==> config.mk <==
export PLATFORM = sky130hd
export DESIGN_NAME = ex_result_skid
export DESIGN_NICKNAME = d
export VERILOG_FILES = /design/src/rtl/ex_result_skid.sv
export SDC_FILE = /design/constraint.sdc
export NUM_CORES = 1
export LEC_CHECK = 0
export BUFFER_PORTS_ARGS = -buffer_cell sky130_fd_sc_hd__buf_4
export CORE_ASPECT_RATIO = 0.7
export CORE_MARGIN = 5
export CORE_UTILIZATION = 50
export DETAILED_ROUTE_END_ITERATION = 6
export GPL_ROUTABILITY_DRIVEN = 0
export PLACE_DENSITY_LB_ADDON = 0.08
export SLEW_MARGIN = 20
export SYNTH_ARGS = -nofsm -noshare
export SYNTH_HDL_FRONTEND = slang
export SYNTH_SLANG_ARGS = --single-unit
==> constraint.sdc <==
create_clock -name iClk -period 8.92 [get_ports iClk]
set_input_delay 0.446 -clock iClk [delete_from_list [all_inputs] [get_ports iClk]]
set_output_delay 0.446 -clock iClk [all_outputs]
set_load 0.01 [all_outputs]
==> src/rtl/ex_result_skid.sv <==
// Execute-to-memory boundary register with a 2-entry skid buffer and registered upstream ready.
// Optional stall-cycle counter on oStallCnt is enabled by defining EX_RESULT_STALL_CNT_EN.
module ex_result_skid #(
    parameter int DATA_W = 32,
    parameter int RD_W   = 5,
    parameter int CNT_W  = 16
) (
    input  logic              iClk,
    input  logic              iRstN,
    input  logic              iValid,
    output logic              oReady,
    input  logic [DATA_W-1:0] iAluData,
    input  logic              iAluZero,
    input  logic [RD_W-1:0]   iRd,
    input  logic              iRegWrite,
    input  logic              iFlush,
    output logic              oValid,
    input  logic              iReady,
    output logic [DATA_W-1:0] oData,
    output logic              oZero,
    output logic [RD_W-1:0]   oRd,
    output logic              oRegWrite,
    output logic [CNT_W-1:0]  oStallCnt
);

    typedef struct packed {
        logic [DATA_W-1:0] data;
        logic              zero;
        logic [RD_W-1:0]   rd;
        logic              regwrite;
    } beat_t;

    // State bits are literally {M.valid, S.valid}; 2'b01 cannot be reached.
    typedef enum logic [1:0] {
        EMPTY = 2'b00,
        ONE   = 2'b10,
        FULL  = 2'b11
    } state_t;

    state_t state, state_nxt;
    beat_t  m_q, s_q, in_beat;
    logic   m_valid, s_valid;
    logic   up_xfer, dn_xfer;
    logic   load_m_in, load_m_skid, load_s;

    assign m_valid = state[1];
    assign s_valid = state[0];

    // Ready depends only on the state flop, so iReady never reaches oReady combinationally.
    assign oReady  = !s_valid;
    assign oValid  = m_valid;
    assign up_xfer = iValid && oReady;
    assign dn_xfer = oValid && iReady;

    // x0 writes are squashed once, at capture, so downstream never sees them.
    always_comb begin
        in_beat.data     = iAluData;
        in_beat.zero     = iAluZero;
        in_beat.rd       = iRd;
        in_beat.regwrite = iRegWrite && (iRd != '0);
    end

    // NOTE: every output of this block gets a default first, so no path can infer a latch.
    always_comb begin
        state_nxt   = state;
        load_m_in   = 1'b0;
        load_m_skid = 1'b0;
        load_s      = 1'b0;
        if (iFlush) begin
            state_nxt = EMPTY;
        end else begin
            case (state)
                EMPTY: begin
                    if (up_xfer) begin
                        load_m_in = 1'b1;
                        state_nxt = ONE;
                    end
                end
                ONE: begin
                    if (up_xfer && dn_xfer) begin
                        load_m_in = 1'b1;
                    end else if (up_xfer) begin
                        load_s    = 1'b1;
                        state_nxt = FULL;
                    end else if (dn_xfer) begin
                        state_nxt = EMPTY;
                    end
                end
                FULL: begin
                    if (dn_xfer) begin
                        load_m_skid = 1'b1;
                        state_nxt   = ONE;
                    end
                end
                default: state_nxt = EMPTY;
            endcase
        end
    end

    // NOTE: sequential state is written only with non-blocking assignments.
    always_ff @(posedge iClk or negedge iRstN) begin
        if (!iRstN) begin
            state <= EMPTY;
        end else begin
            state <= state_nxt;
        end
    end

    // M drives the outputs directly, so it has defined reset contents.
    always_ff @(posedge iClk or negedge iRstN) begin
        if (!iRstN) begin
            m_q <= '0;
        end else if (load_m_in) begin
            m_q <= in_beat;
        end else if (load_m_skid) begin
            m_q <= s_q;
        end
    end

    // NOTE: skid data is never observed while S.valid is low, so it carries no reset.
    always_ff @(posedge iClk) begin
        if (load_s) begin
            s_q <= in_beat;
        end
    end

    assign oData     = m_q.data;
    assign oZero     = m_q.zero;
    assign oRd       = m_q.rd;
    assign oRegWrite = m_q.regwrite;

`ifdef EX_RESULT_STALL_CNT_EN
    logic [CNT_W-1:0] stall_q;

    // Saturating count of cycles the consumer held off a valid beat; flush leaves it alone.
    always_ff @(posedge iClk or negedge iRstN) begin
        if (!iRstN) begin
            stall_q <= '0;
        end else if (oValid && !iReady && (stall_q != '1)) begin
            stall_q <= stall_q + CNT_W'(1);
        end
    end

    assign oStallCnt = stall_q;
`else
    assign oStallCnt = '0;
`endif

endmodule

; Word level (Yosys, flattened, before mapping)
; Cells that the tools add are included.
[totals]
rom_bits = 0
reg_bits = 80
mem_count = 0
mem_bits_rw = 0
output_inout_bits = 57
latchBits = 0
[classes]
bitwise_logic = 0
shifts = 0
mul = 0
reduce_logical = 9
n_div = 0
n_eq_ne = 6
n_addsub = 0
n_mux = 19
n_lt_le_gt_ge = 0
[ops]
columns = op, n
row1 = $mux 39, 2
row2 = $mux 2, 6
row3 = $mux 1, 9
row4 = $ne 3x3->1 const B, 3
row5 = $pmux 2 s3, 1
row6 = $reduce_bool 5->1, 1
row7 = $eq 2x2->1 const B, 2
row8 = $logic_and 1x1->1, 4
row9 = $ne 4x4->1 const B, 1
row10 = $reduce_and 4->1, 1
row11 = $logic_not 2->1, 1
row12 = $pmux 1 s2, 1
row13 = $reduce_bool 2->1, 1
row14 = $logic_not 1->1, 1

; Depth between registers and ports, before layout
; Gate-level depths: netlist of the first run.
[logic_depth]
ltp_word = 7
mapped_depth = 8
mapped_depth_nobuf = 6

; Worst setup path before layout of the first run
; Ideal clock, no wire load.
[synth_path]
kind = flip-flop to flip-flop
from = reg state[0]
to = reg s_q[0] in the netlist's numbering (enable)
required_time_ps = 8485
setup_ps = 435
arrival_time_ps = 2652
path_buffers = 0
slack_ps = 5833
synth_period_minus_slack_ps = 3087
path_stages_with_launch = 6
path_cell_list = dfrtp_1 -> inv_1 -> ha_1 -> nor2b_1 -> nand2_1 -> nor2_1
[synth_via]
elab_chain_cells = 6
[synth_lines]
columns = item, line
row1 = "start, declared", 40  ; state_t state, state_nxt;
row2 = "start signal, assigned", 105  ; state <= state_nxt;
row3 = $logic_not 1->1 (*), 50  ; assign oReady = !s_valid;
row4 = net oReady, 11  ; output logic oReady,
row5 = $logic_and 1x1->1 (*), 52  ; assign up_xfer = iValid && oReady;
row6 = $mux 1 / $logic_and 1x1->1 (equally long branches), "82, 80"
row7 = $mux 1 (*), 80  ; if (up_xfer && dn_xfer) begin
row8 = $mux 1 (*), 72  ; case (state)
row9 = $mux 1 (*), 69  ; if (iFlush) begin
row10 = net load_s, 44  ; logic load_m_in, load_m_skid, load_s;
row11 = "end signal, assigned", 123  ; s_q <= in_beat;
row12 = "end, declared", 41  ; beat_t m_q, s_q, in_beat;
; Mark *: on every way through the listed nets, which the timed path passes. The rest lies on a longest branch.
; A chain may end at the register's enable or synchronous reset.

; Worst setup path after layout of the first run
[layout_path]
from = reg state[1]
to = reg m_q, in the netlist oRegWrite
[layout_via]
elab_chain_cells = 6
[layout_lines]
columns = item, line
row1 = $logic_and 1x1->1, 53  ; assign dn_xfer = oValid && iReady;
row2 = $logic_and 1x1->1, 80
row3 = $mux 1, 80
row4 = $pmux 1 s2, 72
row5 = $mux 1, 69
row6 = $mux 39 / $reduce_bool 2->1 (equally long branches), -
row7 = "end signal, assigned", 114  ; m_q <= in_beat;
row8 = "end signal, assigned", 116  ; m_q <= s_q;
row9 = "end, declared", 41
; Several ways; a longest one is shown, not always the timed one.

==> results.md, run 1 <==
- Sw frac: 0.305
- Fin crit period: ~2.3 ns
- Post-Synth Adder-Cell Area: 0.0150
- Clk Latency, worst-skew pair: about 0.34 ns
- CP max FO: 20
- # DRC: 0
- Post-synth EDFFs: 39
- Worst hold-check path type: primary input to async pin
- HPWL after detailed placement: between 4000 and 5000 um
- GRT overflow: 0
- Cell Pwr Density: ~290 mW/mm^2
- Fin cells: 440
- DR vias: between 2,000 and 2,500
- I/O Buffers: 84
- Resize count post-CTS: 0
- Diode count: 0
- Initial Util: 0.505
- Clk buf depth: 2
- TritonRoute pass-1 iters: 4
- M1 wire length: a little under 3000 um
- First-pass GRT wire length: about 10,000 um
- Vias in the first global route: 2,095
- Main flop type after synthesis: dfrtp_1
- Mapped cell area: around 0.0033 mm^2
- Hold Fails Final Rpt: 0
- TNS Setup: 0 ns
- Antenna viol nets, final: 0
- RSZ-0062 raised after global routing: false
- Final Cycle Share: 0.262
- Element type at the critical path end: flop
- Layout cells sized above 1: 0.306
- Hold WS: slightly above 0.09 ns
- TritonCTS buffer count: 9
- Max cap viols: 0
- Synthesis warning total: 0
- DP Cell Count: ~420
- Commonest cells after routing, fill and taps aside: 86 x buf_4, 43 x nand2_1, 41 x dfrtp_1
- Core area: ~0.0066 mm^2
- Nets: approximately 390
- Comb power frac: 0.313
- GR Util All Layers: 0.159
- Sink Count: 80
- Largest net degree at the start of global routing: ~80
- Hold Buf Count CTS: 0
- Post-synthesis xor/xnor area fraction: 0.00262
- Footprint of the multi-input gates: 998 um^2
- Crit Path Class: flop to flop
- Top-area cell type share of the netlist area: 0.350
- Reg area: 0.00220 mm^2
- Synth area leaders: edfxtp_1 35%, dfrtp_1 31%, mux2i_1 12%
- Number of top-level pins: between 100 and 150
- Die Span Y: 78.4 um
- Most area-hungry cell type in the Yosys netlist: edfxtp_1
- Met3 WL post-DR: ~520 um
- Startpoint types: flop
- Total Power: between 1000 and 1500 uW
- Worst Path Required: slightly above 9 ns
- Die Wd: roughly 110 um
- Mean Syn Cell Area: between 10 and 15 um^2
- Maximum clock rate: about 430 MHz
- Met2 WL: about 2900 um
- Combinational family with the most area after synthesis: multiplexers
- Synth Area in Simple Gates: 0.0692
- Sequential Power Share: 0.451
- Final setup fails: 0
- Drt total wl: approximately 6400 um
- Top Layer Used: met4
- CTS tree: yes
- Multiplexer share of the synthesized area: 0.117
- Internal: between 800 and 900 uW
- Clock skew: roughly 0.0056 ns
- Maximum vdd ir drop: 148 uV
- Row cnt: 25
- Synth-to-Final Area Change: 26.0%
- Slew Limit Fails: 0
- Worst slew margin: 0.533
- Placement Cell Area: 0.00397 mm^2
- Drt wl/cell: around 14 um
- Clock transition at path regs: 0.08 ns
- Initial antenna violation count: 0
- Root buf cell: clkbuf_8
- Synth async-reset ratio: 0.513
- Switching power: approximately 370 uW
- Cells after Synth: roughly 260
- Unique masters post-synth: 26
- Via-to-Cell Ratio: approximately 4.7
- Final Instance Area: about 0.0042 mm^2
- Clock H-tree levels: 3
- Pleak: 0.00202 uW
- Power share of the clock group: 0.236
- DRT iter0 DRCs: just over 90
- Transition time at the pin with the least slew margin: roughly 0.70 ns
- Synth Area in Compound Gates: 0.0748
- CP arrival: 2.53 ns
- Status: finished clean
- Most common cell after layout, fill and taps aside: buf_4
- Sequential share of the synthesized area: 0.657
- Die area: around 0.0085 mm^2
- Setup Buffers After CTS: 0
- Yosys reg bits: 80
- Filler cells: 552
[flip-flops by register name, indices dropped and copies added, names as in the netlist]
register,flops
oData,32
state,2
oRd,5
s_q,39
oZero,1
oRegWrite,1
[cell usage after synthesis (2+ instances only)]
cell type and n:
buf_4 20, mux2i_1 39, a21oi_1 4, clkbuf_1 3, o21ai_1 29, ha_1 4
edfxtp_1 39, buf_2 3, nor2_1 2, o21ai_0 11, inv_1 4, dfrtp_1 41
buf_6 2, nand2_1 43
[final cells by class]
cell class              instances  area share
clock inverters                 4      0.0181
clock buffers                  12      0.0344
repair buffers                 87       0.158
inverters                       4     0.00356
multi-input cells             159       0.237
well taps                      94      0.0279
flip-flops and latches         80       0.521
[kinds of logic (layout without fill, tap and decap cells)]
logic type | Yosys count | in the layout
flops | 80 | 80
fa+ha+maj | 4 | 4
buf+inv | 32 | 107
mux | 39 | 39
other cells | 1 | 16
simple gates | 51 | 51
compound gates | 48 | 48
xor+xnor | 1 | 1
[worst max-delay path, cell delays in order (launching register included)]
cell and delay, ns:
dfrtp_1 0.49, ha_1 0.18, nor2b_2 0.19, nand3_2 0.55, buf_4 0.50, mux2i_1 0.20
o21ai_1 0.07
[power by group through the flow]
stage / Sequential [uW] / Combinational, uW / Clock (uW)
final: 552 / 384 / 289
after global routing: 565 / 426 / 317
after CTS: 554 / 388 / 300
after detailed placement: 561 / 388 / 0
after global placement: 560 / 379 / 0
after floorplan: 589 / 167 / 0
[final timing paths]
kind                            cells after the start  slack [ns]                 start                    end
worst max register to register                      6        6.59  state[1]$_DFFE_PN0P_  oRegWrite$_DFFE_PN0P_
max in group asynchronous                           1        8.46                 iRstN  oData[13]$_DFFE_PN0P_
worst min-delay path                                1        0.09                 iRstN  oData[28]$_DFFE_PN0P_
worst min register to register                      2        0.52     s_q[37]$_DFFE_PP_  oData[30]$_DFFE_PN0P_
min in group iClk                                   1        0.29           iAluData[0]       s_q[7]$_DFFE_PP_
worst max-delay path                                6        6.59  state[1]$_DFFE_PN0P_  oRegWrite$_DFFE_PN0P_
[metrics by stage]
stage	utilization	worst slack, ns
finish	0.636	6.59
global route	0.636	6.37
CTS	0.633	6.51
detailed placement	0.599	6.53
global placement	0.599	6.60
floorplan	-	5.83
[per-layer routing]
layer	global-route usage	vias up
met2	0.242	66
met4	0.0378	0
met3	0.0764	2
met1	0.208	980
met5	0	-
li1	-	1034
Power figures use the tool's default switching activity.
==> run 2, diff against run 1 <==
Settings changed: ABC_AREA from default to 1.
Clock period 8.92 ns to 2.3 ns, I/O delays scaled along.
==> results.md, run 2 <==
- Main flop type after synthesis: dfrtp_1
- Startpoint types: flop
- Most common cell after layout, fill and taps aside: nand3_1
- Crit Path Class: flop to flop
- Via-to-Cell Ratio: 5.07 (+7.2%)
- Initial antenna violation count: 0 (unchanged)
- Sink Count: 80 (unchanged)
- Cell Pwr Density: 1070 mW/mm^2 (+270%)
- Core area: 0.00682 mm^2 (+2.8%)
- Root buf cell: clkbuf_8
- Element type at the critical path end: flop
- Hold WS: 0.0769 ns (-0.0143 ns)
- Final setup fails: 0 (unchanged)
- Most common cell in the netlist: nand3_1
- Cells after Synth: 339 (+32%)
- Number of top-level pins: 101 (unchanged)
- Largest register FFs: 39 (unchanged)
- Synth async-reset ratio: 0.513 (unchanged)
- CTS tree: yes
- Max cap viols: 0 (unchanged)
- TNS Setup: 0 ns (unchanged)
- Die Span Y: 80.4 um (+2.4%)
- Most area-hungry cell type in the Yosys netlist: edfxtp_1
- Top-area cell type share of the netlist area: 0.331 (-0.0188)
- Drt total wl: 8650 um (+36%)
- CP arrival: 2.00 ns (-0.53 ns)
- GR Util All Layers: 0.199 (+0.0399)
- Vias in the first global route: 2,834 (+35%)
- Slew Limit Fails: 0 (unchanged)
- Maximum clock rate: 567 MHz (+32%)
- Synth area leaders: edfxtp_1 33%, dfrtp_1 29%, nand3_1 15%
- Largest net degree at the start of global routing: 79 (unchanged)
- CP top delay family: buffers and inverters
- Clock transition at path regs: 0.08 ns (about the same)
- Fin crit period: 1.76 ns (-0.571 ns)
- Critical path cell sequence: inv_2 > ha_1 > nand3_1 > nand2_1 > nand2_2 > inv_2 > buf_12 > nand2_1 > nand2_1 > nand2_1
- HPWL after detailed placement: 5180 um (+23%)
- Worst stage delay on the critical path: 0.43 ns (-0.12 ns)
- Commonest cells after routing, fill and taps aside: 104 x nand3_1, 89 x buf_4, 75 x nand2_1
- Transition time at the pin with the least slew margin: 0.561 ns (-0.139 ns)
- Synth-to-Final Area Change: 36.0%
- TritonRoute pass-1 iters: 6 (+2)
- Nets: 507 (+30%)
- Slowest cell on crit path: dfrtp_1
- Diode count: 0 (unchanged)
- Worst hold-check path type: primary input to flop
- Antenna viol nets, final: 0 (unchanged)
- Hold Fails Final Rpt: 0 (unchanged)
- Largest Register: s_q
- Commonest cells post-synth: 104 x nand3_1, 76 x nand2_1, 41 x dfrtp_1, 39 x edfxtp_1, 19 x buf_4
- Worst Path Required: 2.54 ns (-6.58 ns)
- Synthesis warning total: 0 (unchanged)
- Initial Util: 0.519 (+0.0140)
- Hold Buf Count CTS: 39 (+39)
- Worst Path Buf+Inv: 3 (+2)
- Die area: 0.00888 mm^2 (+5.1%)
- Row cnt: 25 (unchanged)
- Clk buf depth: 2 (unchanged)
- Sequential share of the synthesized area: 0.621 (-0.0353)
- Resize count post-CTS: 0 (unchanged)
- Layout cells sized above 1: 0.269 (-0.0370)
- Clk Latency, worst-skew pair: 0.35 ns (about the same)
- Mapped cell area: 0.00354 mm^2 (+5.7%)
- Total Power: 5150 uW (+320%)
- I/O Buffers: 84 (unchanged)
- Yosys reg bits: 80 (unchanged)
- Status: finished clean
- Mean Syn Cell Area: 10.4 um^2 (-20%)
- Drt wl/cell: 15.5 um (+7.3%)
- Maximum vdd ir drop: 554 uV (+270%)
- Die Wd: 111 um (+2.5%)
- GRT overflow: 0 (unchanged)
- Pleak: 0.00222 uW (+9.8%)
- Post-synth EDFFs: 39 (unchanged)
- Setup Buffers After CTS: 0 (unchanged)
- # DRC: 0 (unchanged)
- RSZ-0062 raised after global routing: false
- Clock H-tree levels: 3 (unchanged)
- DRT iter0 DRCs: 128 (+41%)
- Clock skew: 0.0113 ns (+0.00568 ns)
- Critical Path Most Common Cell: nand2_1
- First-pass GRT wire length: 14,000 um (+35%)
- Unique masters post-synth: 19 (-27%)
- Final Cycle Share: 0.767 (+0.505)
- Worst slew margin: 0.626 (+0.0929)
- TritonCTS buffer count: 9 (unchanged)
- DR vias: 2,830 (+36%)
- CP max FO: 24 (+20%)
[run 2: cell types whose count changed in the layout (fill, tap and decap cells not counted), sizes merged, moves of 3 or more]
cell	before	now
o21ai	40	0
nand3	1	113
nor2	2	9
dlygate4sd3	0	39
clkbuf	12	9
buf	87	91
mux2i	39	0
nand2	43	77
inv	5	18
[run 2: power breakdown]
group	leakage, uW	switching (uW)	internal, uW	total (uW)
clock network	0.000125	540	735	1270
logic	0.00124	843	823	1670
registers	0.000859	271	1930	2200
[run 2: worst paths after layout]
path | start | end | slack, ns | depth (start not counted)
max in group asynchronous | iRstN | oData[14]$_DFFE_PN0P_ | 1.61 | 2
setup reg to reg | state[0]$_DFFE_PN0P_ | oData[3]$_DFFE_PN0P_ | 0.54 | 10
hold reg to reg | s_q[18]$_DFFE_PP_ | oData[11]$_DFFE_PN0P_ | 0.50 | 2
min in group asynchronous | iRstN | oData[18]$_DFFE_PN0P_ | 0.30 | 2
setup / recovery | state[0]$_DFFE_PN0P_ | oData[3]$_DFFE_PN0P_ | 0.54 | 10
hold / removal | iRegWrite | s_q[0]$_DFFE_PP_ | 0.08 | 3
[run 2: worst min-delay path: stages]
cell     delay, ns
buf_4         0.08
nand2_1       0.05
inv_1         0.07
[run 2: cells by family after synthesis]
kind of cell    count (synthesis)  share of synthesized area
fa+ha+maj                       4                     0.0142
flops                          80                      0.621
other cells                     1                    0.00106
compound gates                  2                    0.00283
buf+inv                        51                     0.0906
simple gates                  201                      0.270
[run 2: routing by layer]
layer  vias up  part of all wire  track usage
met5         -                 0            0
met3         4             0.070       0.0572
li1       1356                 -            -
met1      1363              0.45        0.252
met2       107              0.48        0.337
met4         0            0.0053       0.0603
[run 2: metrics by stage]
step | setup WS, ns | cell area, um^2 | util | cells
finish | 0.537 | 4810 | 0.705 | 558
detailed placement | 0.567 | 4170 | 0.611 | 503
global route | 0.381 | 4810 | 0.705 | 558
global placement | 0.627 | 4170 | 0.611 | 503
CTS | 0.545 | 4810 | 0.705 | 558
floorplan | 0.0513 | 3590 | - | 354
[run 2: area by class of cell]
cell class | instances | area (um^2)
clock inverter | 7 | 125
clock buffer | 9 | 124
fill | 527 | 2010
multi-input combinational | 223 | 1090
timing repair buffer | 130 | 1100
tap | 94 | 118
inverter | 15 | 56.3
sequential | 80 | 2200
==> run 3, diff against run 2 <==
Clock period 2.3 ns to 1.77 ns, I/O delays scaled along.
==> results.md, run 3 (synthesis gave the netlist of run 2 again) <==
- Status: finished clean
- Core area: 0.00682 mm^2 (unchanged)
- Worst Path Buf+Inv: 5 (+2)
- Maximum clock rate: 604 MHz (+6.4%)
- RSZ-0062 raised after global routing: false
- Clock skew: 0.0105 ns (-0.000752 ns)
- First-pass GRT wire length: 14,200 um (+2.0%)
- Initial Util: 0.519 (unchanged)
- Max cap viols: 0 (unchanged)
- Largest Register: s_q
- Critical R2R Launch: state[1]$_DFFE_PN0P_
- Hold path depth: 3 (unchanged)
- Die Span Y: 80.4 um (unchanged)
- Final Util: 0.720 (+0.0147)
- Hold Fails Final Rpt: 0 (unchanged)
- CP top delay family: buffers and inverters
- Antenna viol nets, final: 0 (unchanged)
- Via-to-Cell Ratio: 5.00 (-1.4%)
- Crit Path Class: flop to flop
- Slowest cell on crit path: dfrtp_2
- Most common cell after layout, fill and taps aside: nand3_1
- Launching element of the worst setup path: state[1]$_DFFE_PN0P_
- Transition time at the pin with the least slew margin: 0.568 ns (+0.00777 ns)
- Sink Count: 80 (unchanged)
- Setup Buffers After CTS: 0 (unchanged)
- TritonRoute pass-1 iters: 4 (-2)
- TritonCTS buffer count: 9 (unchanged)
- Die area: 0.00888 mm^2 (unchanged)
- Layout cells sized above 1: 0.282 (+0.0130)
- Slew Limit Fails: 0 (unchanged)
- Clk buf depth: 2 (unchanged)
- Nets: 514 (+1.4%)
- Initial antenna violation count: 0 (unchanged)
- CTS tree: yes
- Number of top-level pins: 101 (unchanged)
- Pleak: 0.00226 uW (+1.5%)
- Drt wl/cell: 15.6 um (+0.39%)
- DR vias: 2,825 (-0.18%)
- Element type at the critical path end: flop
- Row cnt: 25 (unchanged)
- GR Util All Layers: 0.202 (+0.00273)
- Worst slew margin: 0.620 (-0.00608)
- FF-to-FF path depth: 10 (unchanged)
- Cell Pwr Density: 1330 mW/mm^2 (+24%)
- Maximum vdd ir drop: 672 uV (+21%)
- I/O Buffers: 84 (unchanged)
- DRT iter0 DRCs: 161 (+26%)
- CP arrival: 1.87 ns (-0.13 ns)
- Vias in the first global route: 2,799 (-1.2%)
- Final Cycle Share: 0.936 (+0.169)
- Final setup fails: 0 (unchanged)
- Synth-to-Final Area Change: 38.8%
- Largest net degree at the start of global routing: 53 (-33%)
- Largest register FFs: 39 (unchanged)
- Drt total wl: 8790 um (+1.7%)
- # DRC: 0 (unchanged)
- Die Wd: 111 um (unchanged)
- Worst Path Required: 1.99 ns (-0.55 ns)
- Root buf cell: clkbuf_8
- Fin crit period: 1.66 ns (-0.107 ns)
- Setup ws final: 0.114 ns (-0.423 ns)
- Critical path cell sequence: buf_4 > inv_1 > ha_1 > inv_1 > nand2_1 > nand2_4 > inv_4 > clkbuf_16 > nand2_1 > nand3_1
- TNS Setup: 0 ns (unchanged)
- Post-Place Setup Slack: -0.0142 ns (-0.581 ns)
- Worst stage delay on the critical path: 0.41 ns (-0.02 ns)
- Diode count: 0 (unchanged)
- Clock H-tree levels: 3 (unchanged)
- Hold_sp: iRegWrite
- Startpoint types: flop
- HPWL after detailed placement: 5260 um (+1.5%)
- GRT overflow: 0 (unchanged)
- Worst path depth: 10 (unchanged)
- Worst hold-check path type: primary input to flop
- Clk Latency, worst-skew pair: 0.34 ns (about the same)
- CP max FO: 14 (-42%)
- Clock transition at path regs: 0.08 ns (about the same)
- Commonest cells after routing, fill and taps aside: 104 x nand3_1, 90 x buf_4, 74 x nand2_1
## run 3: changes by cell type in the layout (fill, tap and decap cells not counted), moves of 2 or more
cell	change
clkbuf_16	+2
bufinv_16	-2
buf_12	+3
inv_6	-2
## run 3: timing repair
action,in CTS,in global routing
gates cloned,1,2
hold buffers,39,0
pin swaps,1,0
hold endpoints to repair,110,0
endpoints found under the setup margin,4,26
gates resized for setup,0,3
## run 3: metrics by stage
stage	hold slack (ns)	area (um^2)	std cells	power (uW)
floorplan	-0.207	3620	354	3950
global placement	0.120	4250	507	5030
detailed placement	0.109	4250	507	5090
CTS	0.0477	4850	563	6500
global route	0.0702	4910	565	6940
finish	0.0755	4910	565	6520
## run 3: worst reg2reg max path: cells and delay by family, from the launching register on
family                     cells  cell delay [ns]
and+or+nand+nor                4             0.38
adders and majority gates      1             0.19
DFF                            1             0.41
buffers and inverters          5             0.56
## run 3: metal layers
metal / vias up / GRT usage / wire length, um
met2: 112 / 0.332 / 4170
met3: 5 / 0.0565 / 654
met5: - / 0 / 0
li1: 1377 / - / -
met4: 0 / 0.0504 / 55
met1: 1331 / 0.268 / 3920
## run 3: final timing paths
| check | endpoint | slack [ns] |
|---|---|---|
| min in group asynchronous | oData[30]$_DFFE_PN0P_ | 0.27 |
| min | s_q[0]$_DFFE_PP_ | 0.08 |
| max | oData[23]$_DFFE_PN0P_ | 0.11 |
| max in group asynchronous | state[1]$_DFFE_PN0P_ | 1.06 |
| max reg2reg | oData[23]$_DFFE_PN0P_ | 0.11 |
| min reg2reg | oData[21]$_DFFE_PN0P_ | 0.50 |
## run 3: cell type report
| type | instances | area (um^2) |
|---|---|---|
| Sequential cell | 80 | 2200 |
| Fill cell | 520 | 1910 |
| Timing Repair Buffer | 136 | 1220 |
| Multi-Input combinational cell | 224 | 1120 |
| Clock buffer | 11 | 141 |
| Tap cell | 94 | 118 |
| Inverter | 15 | 58.8 |
| Clock inverter | 5 | 55.1 |
## run 3: where the power goes
part	leakage, uW	switching [uW]	internal [uW]
registers	0.000858	325	2520
clock network	0.0000974	638	689
logic	0.00130	1180	1170
total	0.00226	2140	4380
